**src/rtl/bju_pipe.sv**
```systemverilog
// Branch/jump resolution unit: resolves control-flow ops with a 1-cycle registered result,
// issues mispredict redirects and queues BHT/BTB training updates for the BPU.
module bju_pipe #(
    parameter int unsigned PC_WIDTH     = 48,
    parameter int unsigned DATA_WIDTH   = 64,
    parameter int unsigned TARGET_WIDTH = 32,
    parameter int unsigned INDEX_WIDTH  = 9,
    parameter int unsigned SLOT_BITS    = 2,
    parameter int unsigned UPDQ_DEPTH   = 4,
    parameter int unsigned CNT_WIDTH    = 32
) (
    input  logic                    clock,
    input  logic                    reset,
    input  logic                    flush,
    input  logic                    in_valid,
    output logic                    in_ready,
    input  logic [DATA_WIDTH-1:0]   src1,
    input  logic [DATA_WIDTH-1:0]   src2,
    input  logic [DATA_WIDTH-1:0]   imm,
    input  logic [PC_WIDTH-1:0]     pc,
    input  logic [5:0]              cx_type,
    input  logic                    is_unsigned,
    input  logic                    predict_taken,
    input  logic [TARGET_WIDTH-1:0] predict_target,
    output logic                    out_valid,
    output logic [DATA_WIDTH-1:0]   dest,
    output logic                    redirect_valid,
    output logic [PC_WIDTH-1:0]     redirect_target,
    output logic                    upd_valid,
    input  logic                    upd_ready,
    output logic [INDEX_WIDTH-1:0]  upd_index,
    output logic [SLOT_BITS-1:0]    upd_slot,
    output logic                    upd_inc,
    output logic                    upd_btb_we,
    output logic [TARGET_WIDTH-1:0] upd_btb_target,
    output logic [CNT_WIDTH-1:0]    perf_branch_cnt,
    output logic [CNT_WIDTH-1:0]    perf_mispred_cnt
);

    localparam int unsigned PTR_W = $clog2(UPDQ_DEPTH);
    localparam int unsigned CNT_W = PTR_W + 1;
    localparam int unsigned IDX_LO = 2 + SLOT_BITS;

    typedef struct packed {
        logic [INDEX_WIDTH-1:0]  index;
        logic [SLOT_BITS-1:0]    slot;
        logic                    inc;
        logic                    btb_we;
        logic [TARGET_WIDTH-1:0] btb_target;
    } upd_t;

    upd_t                   mem_q [UPDQ_DEPTH];
    upd_t                   mem_d [UPDQ_DEPTH];
    logic [PTR_W-1:0]       wr_ptr_q, wr_ptr_d, rd_ptr_q, rd_ptr_d;
    logic [CNT_W-1:0]       cnt_q, cnt_d;
    logic                   out_valid_q, out_valid_d;
    logic [DATA_WIDTH-1:0]  dest_q, dest_d;
    logic                   redirect_valid_q, redirect_valid_d;
    logic [PC_WIDTH-1:0]    redirect_target_q, redirect_target_d;
    logic [CNT_WIDTH-1:0]   branch_cnt_q, branch_cnt_d;
    logic [CNT_WIDTH-1:0]   mispred_cnt_q, mispred_cnt_d;

    logic                   valid_type, eq, lt, cond, taken, tgt_mis, mispred;
    logic [DATA_WIDTH-1:0]  jalr_sum;
    logic [PC_WIDTH-1:0]    target, pc_plus4;
    logic                   accept, enq, deq;
    upd_t                   entry;

    // Resolve direction, target and mispredict for the presented op.
    always_comb begin
        valid_type = (cx_type != 6'd0) && ((cx_type & (cx_type - 6'd1)) == 6'd0);
        eq         = (src1 == src2);
        lt         = is_unsigned ? (src1 < src2) : ($signed(src1) < $signed(src2));
        cond       = (cx_type[2] & eq) | (cx_type[3] & ~eq) |
                     (cx_type[4] & lt) | (cx_type[5] & ~lt);
        taken      = cx_type[0] | cx_type[1] | cond;
        jalr_sum   = src1 + imm;
        target     = cx_type[1] ? {jalr_sum[PC_WIDTH-1:1], 1'b0}
                                : pc + imm[PC_WIDTH-1:0];
        pc_plus4   = pc + PC_WIDTH'(4);
        tgt_mis    = taken & predict_taken & (predict_target != target[TARGET_WIDTH-1:0]);
        mispred    = valid_type & ((taken & ~predict_taken) | tgt_mis | (~taken & predict_taken));

        entry.index      = pc[IDX_LO+INDEX_WIDTH-1:IDX_LO];
        entry.slot       = pc[IDX_LO-1:2];
        entry.inc        = taken;
        entry.btb_we     = taken & (~predict_taken | tgt_mis);
        entry.btb_target = target[TARGET_WIDTH-1:0];
    end

    assign upd_valid = (cnt_q != CNT_W'(0));
    assign deq       = upd_valid & upd_ready;
    assign in_ready  = (cnt_q != CNT_W'(UPDQ_DEPTH)) | deq;
    assign accept    = in_valid & in_ready & ~flush;
    assign enq       = accept & valid_type;

    // Next-state: update queue, output stage and saturating counters.
    always_comb begin
        mem_d             = mem_q;
        wr_ptr_d          = wr_ptr_q;
        rd_ptr_d          = rd_ptr_q;
        cnt_d             = cnt_q;
        out_valid_d       = accept;
        redirect_valid_d  = accept & mispred;
        dest_d            = dest_q;
        redirect_target_d = redirect_target_q;
        branch_cnt_d      = branch_cnt_q;
        mispred_cnt_d     = mispred_cnt_q;

        if (enq) begin
            mem_d[wr_ptr_q] = entry;
            wr_ptr_d        = wr_ptr_q + PTR_W'(1);
        end
        if (deq) begin
            rd_ptr_d = rd_ptr_q + PTR_W'(1);
        end
        case ({enq, deq})
            2'b10:   cnt_d = cnt_q + CNT_W'(1);
            2'b01:   cnt_d = cnt_q - CNT_W'(1);
            default: cnt_d = cnt_q;
        endcase

        if (accept) begin
            dest_d            = DATA_WIDTH'(pc_plus4);
            redirect_target_d = taken ? target : pc_plus4;
        end
        if (enq && (branch_cnt_q != '1)) begin
            branch_cnt_d = branch_cnt_q + CNT_WIDTH'(1);
        end
        if (accept && mispred && (mispred_cnt_q != '1)) begin
            mispred_cnt_d = mispred_cnt_q + CNT_WIDTH'(1);
        end
    end

    always_ff @(posedge clock or posedge reset) begin
        if (reset) begin
            for (int i = 0; i < int'(UPDQ_DEPTH); i++) begin
                mem_q[i] <= '0;
            end
            wr_ptr_q          <= '0;
            rd_ptr_q          <= '0;
            cnt_q             <= '0;
            out_valid_q       <= 1'b0;
            dest_q            <= '0;
            redirect_valid_q  <= 1'b0;
            redirect_target_q <= '0;
            branch_cnt_q      <= '0;
            mispred_cnt_q     <= '0;
        end else begin
            mem_q             <= mem_d;
            wr_ptr_q          <= wr_ptr_d;
            rd_ptr_q          <= rd_ptr_d;
            cnt_q             <= cnt_d;
            out_valid_q       <= out_valid_d;
            dest_q            <= dest_d;
            redirect_valid_q  <= redirect_valid_d;
            redirect_target_q <= redirect_target_d;
            branch_cnt_q      <= branch_cnt_d;
            mispred_cnt_q     <= mispred_cnt_d;
        end
    end

    assign out_valid        = out_valid_q;
    assign dest             = dest_q;
    assign redirect_valid   = redirect_valid_q;
    assign redirect_target  = redirect_target_q;
    assign upd_index        = mem_q[rd_ptr_q].index;
    assign upd_slot         = mem_q[rd_ptr_q].slot;
    assign upd_inc          = mem_q[rd_ptr_q].inc;
    assign upd_btb_we       = mem_q[rd_ptr_q].btb_we;
    assign upd_btb_target   = mem_q[rd_ptr_q].btb_target;
    assign perf_branch_cnt  = branch_cnt_q;
    assign perf_mispred_cnt = mispred_cnt_q;

endmodule

```
**config.mk**
```make
export PLATFORM = sky130hd
export DESIGN_NAME = bju_pipe
export DESIGN_NICKNAME = d
export VERILOG_FILES = /design/src/rtl/bju_pipe.sv
export SDC_FILE = /design/constraint.sdc
export NUM_CORES = 1
export LEC_CHECK = 0
export BUFFER_PORTS_ARGS = -buffer_cell sky130_fd_sc_hd__buf_2
export CELL_PAD_IN_SITES_DETAIL_PLACEMENT = 1
export CELL_PAD_IN_SITES_GLOBAL_PLACEMENT = 1
export CORE_UTILIZATION = 46
export CTS_BUF_LIST = sky130_fd_sc_hd__clkbuf_4 sky130_fd_sc_hd__clkbuf_8
export DETAILED_ROUTE_END_ITERATION = 10
export PLACE_DENSITY = 0.92
export SLEW_MARGIN = 10
export SYNTH_ARGS = -nofsm -noshare
export SYNTH_HDL_FRONTEND = slang
export SYNTH_SLANG_ARGS = --single-unit
```
**constraint.sdc**
```tcl
create_clock -name clock -period 29.8 [get_ports clock]
set_input_delay 0 -clock clock [delete_from_list [all_inputs] [get_ports clock]]
set_output_delay 0 -clock clock [all_outputs]
set_load 0.02 [all_outputs]
```
### Yosys cells after proc, flatten, opt, wreduce, memory -nomap -nowiden

Cells that the tools add are included.

| word-level totals | value |
|---|---|
| register bits after elaboration | 349 |
| input port bits | 285 |
| output and inout port bits | 225 |
| logic and storage cells | 102 |

| operators by class | value |
|---|---|
| add/sub/neg operators | 10 |
| magnitude comparators | 5 |
| eq/ne operators | 7 |
| multiplexer cells | 10 |
| bitwise operators | 32 |
| reduce and logical (&&, ||, !) cells | 9 |

Operators by type and width:

| operator | number |
|---|---|
| 180-bit bitwise mux | 1 |
| 45-bit two-way mux | 3 |
| 64-bit less-than comparator | 2 |
| 48-bit adder | 2 |
| 48-bit two-way mux | 2 |
| 45-bit binary-select mux with 2-bit select | 1 |
| 45-bit demux with 2-bit select | 1 |
| 32-bit by 1-bit adder with 32-bit output (second input constant) | 2 |
| 64-bit == test | 1 |
| 32-bit != test (second input constant) | 2 |
| 48-bit by 3-bit adder with 48-bit output (second input constant) | 1 |
| 32-bit != test | 1 |
| 1-bit bitwise AND | 15 |
| 1-bit OR | 9 |
| 6-bit bitwise AND | 1 |
| 3-bit >= comparator (second input constant) | 2 |
| 6-bit zero test | 1 |
| 2-bit NOT with 3-bit output | 2 |
| 3-bit case mux with 2 select lines | 1 |
| 6-bit nonzero test | 1 |
| 6-bit by 1-bit subtractor with 6-bit output (second input constant) | 1 |
| 1-bit logical AND | 5 |
| 1-bit NOT | 5 |
| 2-bit by 1-bit adder with 2-bit output (second input constant) | 2 |
| other kinds (9) | 9 |

### Logic depth before layout (Yosys ltp)

| logic depth | value |
|---|---|
| depth in word-level cells | 14 |
| gate-level depth with buffers | 18 |
| gate-level depth less buffers | 15 |

### Least setup slack after synthesis

No wires, ideal clock.

| timing path | value |
|---|---|
| path type | input -> register |
| start | input imm[0] |
| end | register mispred_cnt_q[1] (netlist: perf_mispred_cnt[1]) |
| library setup time | 125 ps |
| arrival | 3670 ps |
| path slack | 26005 ps |
| stages | 15 |
| buffers on the path | 1 |
| cell sequence | ha_1 > fa_1 > a211oi_2 > o21ai_1 > a311oi_1 > a21o_1 > o21ai_0 > xor2_1 > xnor2_1 > mux2i_1 > or4b_1 > or3_1 > o211a_1 > buf_6 > mux2_4 |

| between the ends | value |
|---|---|
| cells in the longest elaborated chain, start to end | 9 |
| elaborated cells between the ends (all ways) | 10 |
| classes of those cells | add/sub (2); eq/ne (1); mux (1); bitwise (4); reduce/logical (2) |

RTL lines:

| element | RTL line | RTL |
|---|---|---|
| from (decl) | 19 | `input logic [DATA_WIDTH-1:0] imm,` |
| 48-bit adder (on tied branches) | 79, 77 |  |
| 48-bit two-way mux (*) | 78 | `target = cx_type[1] ? {jalr_sum[PC_WIDTH-1:1], 1'b0}` |
| 32-bit != test (*) | 81 | `tgt_mis = taken & predict_taken & (predict_target != target[TARGET_WIDTH-1:0]);` |
| 1-bit bitwise AND (*) | 81 |  |
| 1-bit OR (*) (2 in a row) | 82 | `mispred = valid_type & ((taken & ~predict_taken) \| tgt_mis \| (~taken & predict_taken));` |
| 1-bit bitwise AND (*) | 82 |  |
| 1-bit logical AND (*) (2 in a row) | 130 | `if (accept && mispred && (mispred_cnt_q != '1)) begin` |
| to (signal assigned) | 159 | `mispred_cnt_q <= mispred_cnt_d;` |
| to (decl) | 61 | `logic [CNT_WIDTH-1:0] mispred_cnt_q, mispred_cnt_d;` |

Mark *: on every way between the ends. The rest lies on a longest branch, timed or not.
A chain may end at the register's enable or synchronous reset.

### Worst setup path in the final report

| timing path | value |
|---|---|
| start | input src1[47] |
| end | register mispred_cnt_q[17] (netlist: perf_mispred_cnt[17]) |

| between the ends | value |
|---|---|
| cells in the longest elaborated chain, start to end | 14 |
| elaborated cells between the ends (all ways) | 24 |
| classes of those cells | order compare (2); eq/ne (1); mux (1); bitwise (18); reduce/logical (2) |

RTL lines:

| element | RTL line | RTL |
|---|---|---|
| from (decl) | 17 | `input logic [DATA_WIDTH-1:0] src1,` |
| parallel branches: the longest is 5 deep, another holds 64-bit less-than comparator | n/a |  |
| 1-bit OR (*) | 75 | `(cx_type[4] & lt) \| (cx_type[5] & ~lt);` |
| 1-bit OR (*) | 76 | `taken = cx_type[0] \| cx_type[1] \| cond;` |
| 1-bit bitwise AND (2 in a row) | 81 |  |
| 1-bit OR | 82 |  |
| 1-bit OR (*) | 82 |  |
| 1-bit bitwise AND (*) | 82 |  |
| 1-bit logical AND (*) (2 in a row) | 130 |  |

Mark *: on every way between the ends.

==> out/results.txt <==
GRT Resource Usage Total: 0.3841
P_sw: 804.0 uW
RSZ-0062 raised after global routing: false
first-pass GRT wire length: 158.5 mm
vias in the first global route: 26.72k
Routed WL: 105.6 mm
post-route minimum period: 5904 ps
Post-CTS Resized: 0
drt drc: 0
Post-synth EDFFs: 0
# setup viols final: 0
Post-synth ARST share: 1.000
clk sink count: 349
via count: 25.15k
Max-cap violations: 0
Initial Util: 0.4652
Synth top area share: 0.3573
Die Footprint: 54070 um2
Max rail drop VDD: 0.06679 mV
status: completed
Hold Fails Final Rpt: 0
routed length per instance: 26.45 um
max_slew headroom: 0.2530
CP startpoint kind: primary input
Filler cells: 6253
fin area: 29480 um2
initial antenna violation count: 27
Core Region: 52550 um2
Layout Nets: 3695
share of layout cells above drive strength 1: 0.2207
hold_buf cts: 84
Root Buffer: clkbuf_8
Clk Latency, worst-skew pair: 700 ps
Min-Delay Path Class: in2async
port bufs: 477
static leakage: 0.01465 uW
Max Fanout on Critical Path: 42
fmax: 169.4 MHz
dominant cell type by area after synthesis: dfrtp_1
Seq cells post-synth: 349
Inserted Clock Buffers: 59
# IOs: 510
clock skew: 46.02 ps
top post-synthesis cells by area: dfrtp_1, ha_1, o21ai_0
Unique masters post-synth: 90
Setup Crit Path Kind: in2reg
largest net degree at the start of global routing: 119
Synth Flop Type: dfrtp_1
Worst setup EP type: flip-flop
post-route setup TNS: 0 ps
drt first pass iters: 5
Seq/Total Area, Yosys: 0.3573
global route overflow: 0
Die Ht: 232.5 um
CTS Buffer Depth: 3
mapped cell area: 24440 um2
row cnt: 84
Switching Fraction: 0.4109
Clock transition at path regs: 70 ps
most frequent cells in the layout: buf_2, nand2_1, dfrtp_1
CP arrival: 6500 ps
Mapped Cells: 2747
power share of the combinational group: 0.394
Area Growth Syn to Fin: 20.59%
DRT iter0 DRCs: 2165
footprint of the multi-input gates: 14760 um2
Core Util, Final: 0.5610
internal power: 1153 uW
DP Area: 27230 um2
Pins Over Slew Limit: 0
HPWL Detailed: 72.99 mm
H-tree levels: 2
WP data required: 30390 ps
Seq pwr share: 0.348
Sequential Area: 8736 um2
Vias/cell: 6.297
mean post-synth cell area: 8.899 um2
routability cong.: 0.9467
Clock Power Share: 0.257
most common cell after layout, fill and taps aside: buf_2
CTS tree: built
Detail Route Antenna Nets: 0
pwr/cell area: 66.38 nW/um2
Worst-Margin Slew: 1111 ps
buffers inserted by post-CTS timing repair: 0
DIE WIDTH: 232.5 um
Yosys Warn Count: 0
Tcrit/Tclk final: 0.1981
-- routing by layer --
layer	up-vias	share of wire	GRT usage
li1	10830	-	-
met1	12470	0.38	0.4647
met2	1394	0.47	0.6196
met3	443	0.088	0.08713
met4	14	0.067	0.2386
met5	-	0.00090	0
-- critical path, cell delays in order --
cell	delay [ps]
dlygate4sd3_1	570
buf_2	160
ha_1	330
nand4_1	340
nor3_1	710
o21ai_0	360
o211ai_1	350
a221o_1	270
a2111oi_0	80
a211oi_1	560
mux2i_4	320
buf_4	550
o21a_1	320
o211a_1	930
nand4_1	340
xnor2_1	270
-- Yosys cell counts, types with 5 or more instances --
| library cell | n |
|---|---|
| nor3b_1 | 7 |
| ha_1 | 165 |
| mux4_2 | 45 |
| buf_4 | 16 |
| a21o_1 | 81 |
| nor2_1 | 190 |
| nor3_1 | 41 |
| nand2b_1 | 11 |
| buf_1 | 19 |
| buf_2 | 14 |
| o211ai_1 | 14 |
| xor2_1 | 87 |
| or2_2 | 8 |
| mux2i_1 | 22 |
| mux2_2 | 48 |
| o21a_1 | 19 |
| nor2b_1 | 18 |
| and2_1 | 19 |
| o21bai_1 | 17 |
| nand4_1 | 73 |
| a221o_1 | 6 |
| clkbuf_1 | 104 |
| o2111ai_1 | 5 |
| a311oi_1 | 5 |
| o21ai_0 | 283 |
| inv_1 | 99 |
| a31oi_1 | 21 |
| and3_1 | 61 |
| or4_1 | 5 |
| nor4_1 | 12 |
| a21oi_1 | 125 |
| nand4b_1 | 7 |
| nand3_1 | 88 |
| xnor2_1 | 121 |
| a211oi_1 | 14 |
| nand2_1 | 376 |
| o31ai_1 | 10 |
| or3_1 | 11 |
| and4_1 | 16 |
| a211o_1 | 9 |
| dfrtp_1 | 349 |
| a2111oi_0 | 10 |
-- area by class of cell --
type,count,share of cell area
Sequential cell,349,0.2963
Clock inverter,7,0.004881
Clock buffer,97,0.04126
Timing Repair Buffer,574,0.1129
Multi-Input combinational cell,2159,0.5008
Antenna cell,20,0.001698
Inverter,99,0.01286
Tap cell,688,0.02920
-- per-stage QoR --
stage / cells / setup WS, ps / total power, uW / hold WS [ps]
global route: 3989 / 23780 / 2029 / 81.45
floorplan: 2762 / 20120 / 1117 / 105.4
global placement: 3785 / 24390 / 1340 / 186.2
CTS: 3973 / 24220 / 1927 / 0.7526
detailed placement: 3785 / 24360 / 1395 / 215.1
finish: 3993 / 23900 / 1957 / 5.757
-- path summary, 6_finish.rpt --
kind                                      from  cells after the start  slack, ps                    to
max                                   src1[47]                     16      23900  perf_mispred_cnt[17]
min                                      reset                      3          6             out_valid
max reg2reg                           cnt_q[0]                      7      25770   redirect_target[46]
min reg2reg                redirect_target[34]                      2        460   redirect_target[34]
max in group asynchronous                reset                      5      27180               dest[5]
min in group clock                     imm[40]                      6         50   redirect_target[41]
-- cells by family (layout without fill, tap and decap cells) --
logic type | after synthesis | after routing | synth area share
AO/OA/AOI/OAI | 682 | 682 | 0.1734
XOR/XNOR | 212 | 212 | 0.07836
adder cells (fa/ha/maj) | 169 | 169 | 0.08732
buffers and inverters | 254 | 777 | 0.04279
flip-flops | 349 | 349 | 0.3573
multiplexers | 116 | 116 | 0.07319
other | 1 | 36 | 0.0001534
AND/OR/NAND/NOR | 964 | 964 | 0.1875
-- registers in the layout, summed over array words and instances (netlist names) --
| name | flops |
|---|---|
| dest | 48 |
| out_valid | 1 |
| redirect_target | 48 |
| perf_mispred_cnt | 32 |
| rd_ptr_q | 2 |
| redirect_valid | 1 |
| mem_q | 180 |
| cnt_q | 3 |
| perf_branch_cnt | 32 |
| wr_ptr_q | 2 |
-- power by group through the flow --
stage                     clock [uW]  combinational, uW  sequential (uW)
after floorplan                    0                421              696
after global placement             0                682              658
after detailed placement           0                719              676
after CTS                        504                747              676
after global routing             521                817              690
final                            504                772              681
No activity file was read; power rests on OpenSTA's default activity.
